**src/rtl/bt_cmd_decoder_pkg.sv**
```systemverilog
// ----------------------------------------------------------------------------
// bt_cmd_pkg
//   Shared definitions for the Bluetooth command decoder:
//     - opcode byte values
//     - FSM state encoding
//     - saturating per-channel volume helpers (attenuation: 0 = loudest)
// ----------------------------------------------------------------------------
package bt_cmd_pkg;

    localparam logic [7:0] OP_PAUSE    = 8'h01;
    localparam logic [7:0] OP_NEXT     = 8'h02;
    localparam logic [7:0] OP_PRE      = 8'h03;
    localparam logic [7:0] OP_VOL_PLUS = 8'h04;
    localparam logic [7:0] OP_VOL_DEC  = 8'h05;
    localparam logic [7:0] OP_SET_VOL  = 8'h07;

    // Direct song selection occupies 0x40..0x7F; the low six bits are the index.
    localparam logic [7:0] OP_SEL_BASE = 8'h40;
    localparam logic [7:0] OP_SEL_MASK = 8'hC0;

    typedef enum logic [1:0] {
        ST_IDLE = 2'd0,
        ST_ARG  = 2'd1,
        ST_HOLD = 2'd2
    } state_t;

    // Louder: reduce attenuation, floor at 0.
    function automatic logic [7:0] vol_louder(input logic [7:0] ch,
                                              input logic [7:0] step);
        return (ch > step) ? (ch - step) : 8'd0;
    endfunction

    // Quieter: raise attenuation, ceiling at vmax. The sum is 9 bits so a
    // channel near 0xFF can never wrap back to a loud setting.
    function automatic logic [7:0] vol_quieter(input logic [7:0] ch,
                                               input logic [7:0] step,
                                               input logic [7:0] vmax);
        logic [8:0] sum;
        sum = {1'b0, ch} + {1'b0, step};
        return (sum >= {1'b0, vmax}) ? vmax : sum[7:0];
    endfunction

endpackage

```
**src/rtl/bt_cmd_decoder_if.sv**
```systemverilog
// ----------------------------------------------------------------------------
// bt_cmd_decoder_if
//   Received-byte stream from uart_rx into the command decoder.
//     i_rx_valid : 1-cycle strobe, i_rx_data holds a new byte
//     i_rx_data  : received byte
//   master = byte source (uart_rx / testbench), slave = decoder.
// ----------------------------------------------------------------------------
interface bt_cmd_decoder_if;
    logic       i_rx_valid;
    logic [7:0] i_rx_data;

    modport master (output i_rx_valid, output i_rx_data);
    modport slave  (input  i_rx_valid, input  i_rx_data);
endinterface

```
**src/rtl/bt_cycle_timer.sv**
```systemverilog
// ----------------------------------------------------------------------------
// bt_cycle_timer
//   32-bit loadable down-counter. Loading N makes `expired` high in the
//   (N+1)-th cycle after the load edge; the count then rests at 0.
//   Ports:
//     clk, rst_n  : clock, asynchronous active-low reset
//     load        : load load_val at the next edge (has priority)
//     load_val    : value to load
//     expired     : count is zero
// ----------------------------------------------------------------------------
module bt_cycle_timer (
    input  logic        clk,
    input  logic        rst_n,
    input  logic        load,
    input  logic [31:0] load_val,
    output logic        expired
);

    logic [31:0] count_reg;

    always_ff @(posedge clk or negedge rst_n) begin
        if (!rst_n) begin
            count_reg <= '0;
        end else if (load) begin
            count_reg <= load_val;
        end else if (count_reg != 32'd0) begin
            count_reg <= count_reg - 32'd1;
        end
    end

    assign expired = (count_reg == 32'd0);

endmodule

```
**src/rtl/bt_cmd_decoder.sv**
```systemverilog
// ----------------------------------------------------------------------------
// bt_cmd_decoder
//   Decodes single-byte and opcode+argument commands from the UART byte
//   stream into song select, pause and per-channel volume attenuation, plus
//   display-hold flags and an error pulse.
//   Ports:
//     clk, rst_n     : clock, asynchronous active-low reset
//     rx             : received byte stream (slave modport)
//     o_vol          : {left, right} attenuation, 0 = loudest
//     o_song_select  : current song index
//     o_pause        : 1 = paused
//     o_next/o_pre/o_vol_plus/o_vol_dec : display flags, high HOLD_CYCLES
//     o_busy         : FSM is in HOLD or ARG
//     o_err          : 1-cycle pulse on bad opcode, bad index or arg timeout
// ----------------------------------------------------------------------------
module bt_cmd_decoder
    import bt_cmd_pkg::*;
#(
    parameter int          SONG_NUM    = 4,
    parameter int          SEL_W       = 3,
    parameter int          VOL_STEP    = 14,
    parameter logic [7:0]  VOL_MAX     = 8'hFC,
    parameter int unsigned HOLD_CYCLES = 5_000_000,
    parameter int unsigned ARG_TIMEOUT = 50_000_000
) (
    input  logic                 clk,
    input  logic                 rst_n,
    bt_cmd_decoder_if.slave      rx,
    output logic [15:0]          o_vol,
    output logic [SEL_W-1:0]     o_song_select,
    output logic                 o_pause,
    output logic                 o_next,
    output logic                 o_pre,
    output logic                 o_vol_plus,
    output logic                 o_vol_dec,
    output logic                 o_busy,
    output logic                 o_err
);

    localparam logic [7:0]  STEP8     = 8'(VOL_STEP);
    localparam logic [SEL_W-1:0] SEL_LAST = SEL_W'(SONG_NUM - 1);
    // The timer counts down to 0 inclusive, so load one less than the span.
    localparam logic [31:0] HOLD_LOAD = 32'(HOLD_CYCLES - 1);
    localparam logic [31:0] ARG_LOAD  = 32'(ARG_TIMEOUT - 1);

    state_t           state_reg,     state_next;
    logic [SEL_W-1:0] sel_reg,       sel_next;
    logic             pause_reg,     pause_next;
    logic [7:0]       vol_l_reg,     vol_l_next;
    logic [7:0]       vol_r_reg,     vol_r_next;
    logic             next_reg,      next_next;
    logic             pre_reg,       pre_next;
    logic             vplus_reg,     vplus_next;
    logic             vdec_reg,      vdec_next;
    logic             err_reg,       err_next;

    logic             tmr_load;
    logic [31:0]      tmr_val;
    logic             tmr_expired;

    logic [7:0]       arg_vol;

    // One timer serves both HOLD and ARG; the states are mutually exclusive.
    bt_cycle_timer u_timer (
        .clk      (clk),
        .rst_n    (rst_n),
        .load     (tmr_load),
        .load_val (tmr_val),
        .expired  (tmr_expired)
    );

    assign arg_vol = (rx.i_rx_data > VOL_MAX) ? VOL_MAX : rx.i_rx_data;

    always_ff @(posedge clk or negedge rst_n) begin
        if (!rst_n) begin
            state_reg <= ST_IDLE;
            sel_reg   <= '0;
            pause_reg <= 1'b0;
            vol_l_reg <= 8'd0;
            vol_r_reg <= 8'd0;
            next_reg  <= 1'b0;
            pre_reg   <= 1'b0;
            vplus_reg <= 1'b0;
            vdec_reg  <= 1'b0;
            err_reg   <= 1'b0;
        end else begin
            state_reg <= state_next;
            sel_reg   <= sel_next;
            pause_reg <= pause_next;
            vol_l_reg <= vol_l_next;
            vol_r_reg <= vol_r_next;
            next_reg  <= next_next;
            pre_reg   <= pre_next;
            vplus_reg <= vplus_next;
            vdec_reg  <= vdec_next;
            err_reg   <= err_next;
        end
    end

    always_comb begin
        state_next = state_reg;
        sel_next   = sel_reg;
        pause_next = pause_reg;
        vol_l_next = vol_l_reg;
        vol_r_next = vol_r_reg;
        next_next  = next_reg;
        pre_next   = pre_reg;
        vplus_next = vplus_reg;
        vdec_next  = vdec_reg;
        err_next   = 1'b0;
        tmr_load   = 1'b0;
        tmr_val    = HOLD_LOAD;

        case (state_reg)
            ST_IDLE: begin
                if (rx.i_rx_valid) begin
                    case (rx.i_rx_data)
                        OP_PAUSE: begin
                            pause_next = ~pause_reg;
                        end
                        OP_NEXT: begin
                            sel_next   = (sel_reg == SEL_LAST) ? '0 : sel_reg + 1'b1;
                            next_next  = 1'b1;
                            state_next = ST_HOLD;
                            tmr_load   = 1'b1;
                        end
                        OP_PRE: begin
                            sel_next   = (sel_reg == '0) ? SEL_LAST : sel_reg - 1'b1;
                            pre_next   = 1'b1;
                            state_next = ST_HOLD;
                            tmr_load   = 1'b1;
                        end
                        OP_VOL_PLUS: begin
                            vol_l_next = vol_louder(vol_l_reg, STEP8);
                            vol_r_next = vol_louder(vol_r_reg, STEP8);
                            vplus_next = 1'b1;
                            state_next = ST_HOLD;
                            tmr_load   = 1'b1;
                        end
                        OP_VOL_DEC: begin
                            vol_l_next = vol_quieter(vol_l_reg, STEP8, VOL_MAX);
                            vol_r_next = vol_quieter(vol_r_reg, STEP8, VOL_MAX);
                            vdec_next  = 1'b1;
                            state_next = ST_HOLD;
                            tmr_load   = 1'b1;
                        end
                        OP_SET_VOL: begin
                            state_next = ST_ARG;
                            tmr_load   = 1'b1;
                            tmr_val    = ARG_LOAD;
                        end
                        default: begin
                            if ((rx.i_rx_data & OP_SEL_MASK) == OP_SEL_BASE) begin
                                if (int'(rx.i_rx_data[5:0]) < SONG_NUM) begin
                                    sel_next = SEL_W'(rx.i_rx_data[5:0]);
                                end else begin
                                    err_next = 1'b1;
                                end
                            end else begin
                                err_next = 1'b1;
                            end
                        end
                    endcase
                end
            end

            // Incoming bytes are ignored here on purpose: the user is still
            // looking at the previous action's display flag.
            ST_HOLD: begin
                if (tmr_expired) begin
                    next_next  = 1'b0;
                    pre_next   = 1'b0;
                    vplus_next = 1'b0;
                    vdec_next  = 1'b0;
                    state_next = ST_IDLE;
                end
            end

            // A byte in the final window cycle still counts as the argument.
            ST_ARG: begin
                if (rx.i_rx_valid) begin
                    vol_l_next = arg_vol;
                    vol_r_next = arg_vol;
                    state_next = ST_IDLE;
                end else if (tmr_expired) begin
                    err_next   = 1'b1;
                    state_next = ST_IDLE;
                end
            end

            default: begin
                state_next = ST_IDLE;
            end
        endcase
    end

    assign o_vol         = {vol_l_reg, vol_r_reg};
    assign o_song_select = sel_reg;
    assign o_pause       = pause_reg;
    assign o_next        = next_reg;
    assign o_pre         = pre_reg;
    assign o_vol_plus    = vplus_reg;
    assign o_vol_dec     = vdec_reg;
    assign o_busy        = (state_reg != ST_IDLE);
    assign o_err         = err_reg;

endmodule

```
**src/flat_wrapper.sv**
```systemverilog
// flat-port wrapper written by rule: the top's interface ports become plain ports
module bt_cmd_decoder_flat import bt_cmd_pkg::*;
#(
    parameter int          SONG_NUM    = 4,
    parameter int          SEL_W       = 3,
    parameter int          VOL_STEP    = 14,
    parameter logic [7:0]  VOL_MAX     = 8'hFC,
    parameter int unsigned HOLD_CYCLES = 5_000_000,
    parameter int unsigned ARG_TIMEOUT = 50_000_000
)
  (clk, rst_n, o_vol, o_song_select, o_pause, o_next, o_pre, o_vol_plus, o_vol_dec, o_busy, o_err, rx_i_rx_valid, rx_i_rx_data);
  bt_cmd_decoder_if rx_i ();
  input  logic clk;
  input  logic rst_n;
  output logic [15:0] o_vol;
  output logic [SEL_W-1:0] o_song_select;
  output logic o_pause;
  output logic o_next;
  output logic o_pre;
  output logic o_vol_plus;
  output logic o_vol_dec;
  output logic o_busy;
  output logic o_err;
  input wire logic [$bits(rx_i.i_rx_valid)-1:0] rx_i_rx_valid;
  input wire logic [$bits(rx_i.i_rx_data)-1:0] rx_i_rx_data;
  assign rx_i.i_rx_valid = rx_i_rx_valid;
  assign rx_i.i_rx_data = rx_i_rx_data;
  bt_cmd_decoder #(.SONG_NUM(SONG_NUM), .SEL_W(SEL_W), .VOL_STEP(VOL_STEP), .VOL_MAX(VOL_MAX), .HOLD_CYCLES(HOLD_CYCLES), .ARG_TIMEOUT(ARG_TIMEOUT)) u_core (.clk(clk), .rst_n(rst_n), .rx(rx_i), .o_vol(o_vol), .o_song_select(o_song_select), .o_pause(o_pause), .o_next(o_next), .o_pre(o_pre), .o_vol_plus(o_vol_plus), .o_vol_dec(o_vol_dec), .o_busy(o_busy), .o_err(o_err));
endmodule
```
**config.mk**
```make
export PLATFORM = sky130hd
export DESIGN_NAME = bt_cmd_decoder_flat
export DESIGN_NICKNAME = d
export VERILOG_FILES = /design/src/rtl/bt_cmd_decoder_pkg.sv /design/src/rtl/bt_cmd_decoder_if.sv /design/src/rtl/bt_cycle_timer.sv /design/src/rtl/bt_cmd_decoder.sv /design/src/flat_wrapper.sv
export SDC_FILE = /design/constraint.sdc
export NUM_CORES = 1
export LEC_CHECK = 0
export CAP_MARGIN = 20
export CORE_AREA = 4 4 87 89
export CTS_BUF_LIST = sky130_fd_sc_hd__clkbuf_8
export CTS_CLUSTER_DIAMETER = 40
export DETAILED_ROUTE_END_ITERATION = 6
export DIE_AREA = 0 0 91 93
export GPL_TIMING_DRIVEN = 0
export PLACE_DENSITY = 0.81
export SYNTH_ARGS = -nofsm -noshare
export SYNTH_HDL_FRONTEND = slang
export SYNTH_SLANG_ARGS = --single-unit
```
**constraint.sdc**
```tcl
create_clock -name clk -period 2.8 [get_ports clk]
set_clock_uncertainty 0.1 [all_clocks]
set_input_delay 0.56 -clock clk [delete_from_list [all_inputs] [get_ports clk]]
set_output_delay 0.56 -clock clk [all_outputs]
set_load 0.005 [all_outputs]
```
==> reports/results.ini <==
[status]
status = finished, final reports clean

[clocking]
cts_buffer_depth = 2
cts_buffers = 9
clk_pin_slew_ns = 0.07
cts_root_buf = clkbuf_8
cts_tree = built
cts_max_level = 3
cts.sinks = 59
clkLatencyLatePin_ns = 0.35
cts_hold_buf = 0

[sta]
timing.final.max_slew_violations = 0
setup_violations = 0
max_freq_mhz = 366
rsz0062_at_grt = yes
tightest_slew_ns = 0.933
hold_viol_final = 0
fin_crit_sh = 0.976
slew_headroom = 0.378
fin_crit_ns = 2.73

[finish]
antenna_cells = 0
drive_gt1_frac = 0.0991
area_growth_pct = 20.7
final_cell_area_sq_mm = 0.00480
layout.nets = 549
largest_reg_flops = 32

[place]
port_buffers = 35
place_congestion = 0.965
place_area_sq_mm = 0.00445
dp_hpwl_microns = 7500

[grt]
overflow = 0
grt_start_max_net_pins = 39
grt_pass1_vias = 3723
grt_pass1_wl_microns = 17700
antenna_found_initial = 0
grt_use_total = 0.259

[worst_setup_path]
crit_fanout = 6
crit_type = primary input to flop
cp_cell_sequence = clkdlybuf4s50_1 > nor4_4 > and3_4 > nor2_1 > or4b_1 > a32oi_1 > a21oi_1
path_buf_inv = 1
endpoint_kind = flop
start_kind = primary input
cp_data_required_time_ns = 2.92
cp_slowest_cell = or4b_1
cpLargestDelayFamily = simple AND/OR/NAND/NOR gates
critPathArrivalTime_ns = 2.86
slowest_delay_ns = 0.57

[synth]
async_flop_share = 1.00
syn_area_sq_mm = 0.00397
yosysWarnings = 0
ys.flop_type = dfrtp_1
yosys_register_bits = 59
yosysTopAreaCell = dfrtp_1
synth_nets = 496
yosysMostFrequentCell = dfrtp_1
synth-edff-count = 0
ys_top_cells_by_count = dfrtp_1 (59), a21oi_1 (48), nor2_1 (45), nand2_1 (33), o21ai_0 (32)
synth_cell_types = 63
netlist_instances = 477
synth_area_leaders = dfrtp_1 (37%), a21oi_1 (6.0%), nor2_1 (4.3%)
yosysTopAreaCellShare = 0.372
yosysSeqAreaShare = 0.372
avgSynthCellArea_sq_um = 8.33

[pwr]
finalPower_uw = 2000
pwr_density_cell_mw_per_mm2 = 418
p_leak_uw = 0.00197
worst_ir_drop_vdd_v = 0.000218

[drt]
drt_first_pass_iters = 5
wl_met3_microns = 670
post_drt_via_cell_ratio = 6.42
drtAntennaViolNets = 0
postRouteWirelength_microns = 10900
top_layer_used = met4
routedWlPerCell_microns = 17.6
wl_met2_microns = 5350
drt_iter0_drc = 330
drc = 0
vias = 3951
wl_met1_microns = 4520

[floorplanning]
dieHeight_microns = 93
start_util = 0.588
die_width_microns = 91
row_count = 30
die_area_sq_mm = 0.00846
pin_count = 37
fp.coreArea_sq_mm = 0.00676

[flow_run]
cap_violations = 0

[worst_hold_path]
hp-class = primary input to async pin

[routing by layer]
layer	track usage	up-vias
met4	0.123	0
met5	0	-
met1	0.326	1866
li1	-	1865
met2	0.433	191
met3	0.0459	29
[power by group]
group          internal, uW  total, uW  leakage (uW)  switching, uW
sequential              891        946      0.000673           55.2
combinational          64.8        152       0.00118           87.1
clock                   545        906      0.000117            360
total                  1500       2000       0.00197            503
[stage by stage]
step	TNS (ns)	hold WS [ns]	std cells	utilization	worst slack (ns)
after floorplan	0	0.164	477	-	0.352
after global placement	-62.29	0.383	592	0.655	-0.777
after detailed placement	-17.37	0.398	593	0.658	-0.620
after CTS	0	0.264	609	0.698	0.0410
after global routing	-0.0211	0.307	615	0.710	-0.0140
final	0	0.251	615	0.710	0.0684
[cell type report]
type                            count  area (sq um)
Buffer                             25           101
Clock buffer                       11           151
Clock inverter                      5          76.3
Fill cell                         526          1960
Inverter                           17          63.8
Multi-Input combinational cell    373          2380
Sequential cell                    59          1480
Tap cell                           80           100
Timing Repair Buffer               45           448
[cells by family after synthesis]
group	share of synthesized area
AOI/OAI and AO/OA	0.222
muxes	0.00787
xor gates and xnor gates	0.0617
DFF	0.372
and+or+nand+nor	0.268
adders and majority gates	0.0252
buffers and inverters	0.0431
[path summary, 6_finish.rpt]
kind | endpoint | from | slack [ns] | cells after the start
worst max-delay path | u_core.vol_l_reg[1] | rx_i_rx_data[3] | 0.07 | 7
worst min-delay path | u_core.u_timer.count_reg[4] | rst_n | 0.25 | 1
worst max register to register | u_core.o_vol_plus | u_core.u_timer.count_reg[8] | 0.14 | 7
worst min register to register | u_core.o_pause | u_core.o_pause | 0.41 | 1
max in group asynchronous | u_core.vol_r_reg[2] | rst_n | 1.73 | 2
min in group clk | u_core.o_pause | u_core.o_pause | 0.41 | 1
[worst reg2reg max path, cell delays in order, from the launching register on]
cell      delay (ns)
dfrtp_1         0.45
or4_4           0.58
nor4_2          0.39
nand4_1         0.14
buf_4           0.18
clkbuf_1        0.26
o21ai_0         0.30
o21ai_1         0.13
[timing repair]
| action | 4_1_cts | 5_1_grt |
|---|---|---|
| buffers inserted | 2 | 7 |
| gates resized for setup | 7 | 10 |
| endpoints found under the setup margin | 25 | 42 |
| pin swaps | 1 | 5 |
[layout by cell type, fill, tap and decap left out, types with 4 or more instances in the layout]
master           count
a21o_1               5
a21oi_1             47
a22oi_1              4
a31oi_1              5
and3_1              10
buf_4               10
clkbuf_1            20
clkbuf_8            11
clkdlybuf4s50_1     31
dfrtp_1             59
ha_1                 8
inv_1               18
nand2_1             33
nand2b_1            10
nand3_1             21
nand3b_1             4
nand4_1              5
nor2_1              45
nor2b_1              4
nor3_1              13
nor4_1               9
o211ai_1             5
o21ai_0             32
o21ai_1              5
o22ai_1              5
o31ai_1              5
or3_1                8
or4_1                5
xnor2_1             12
xor2_1              16
Power figures use the tool's default switching activity.
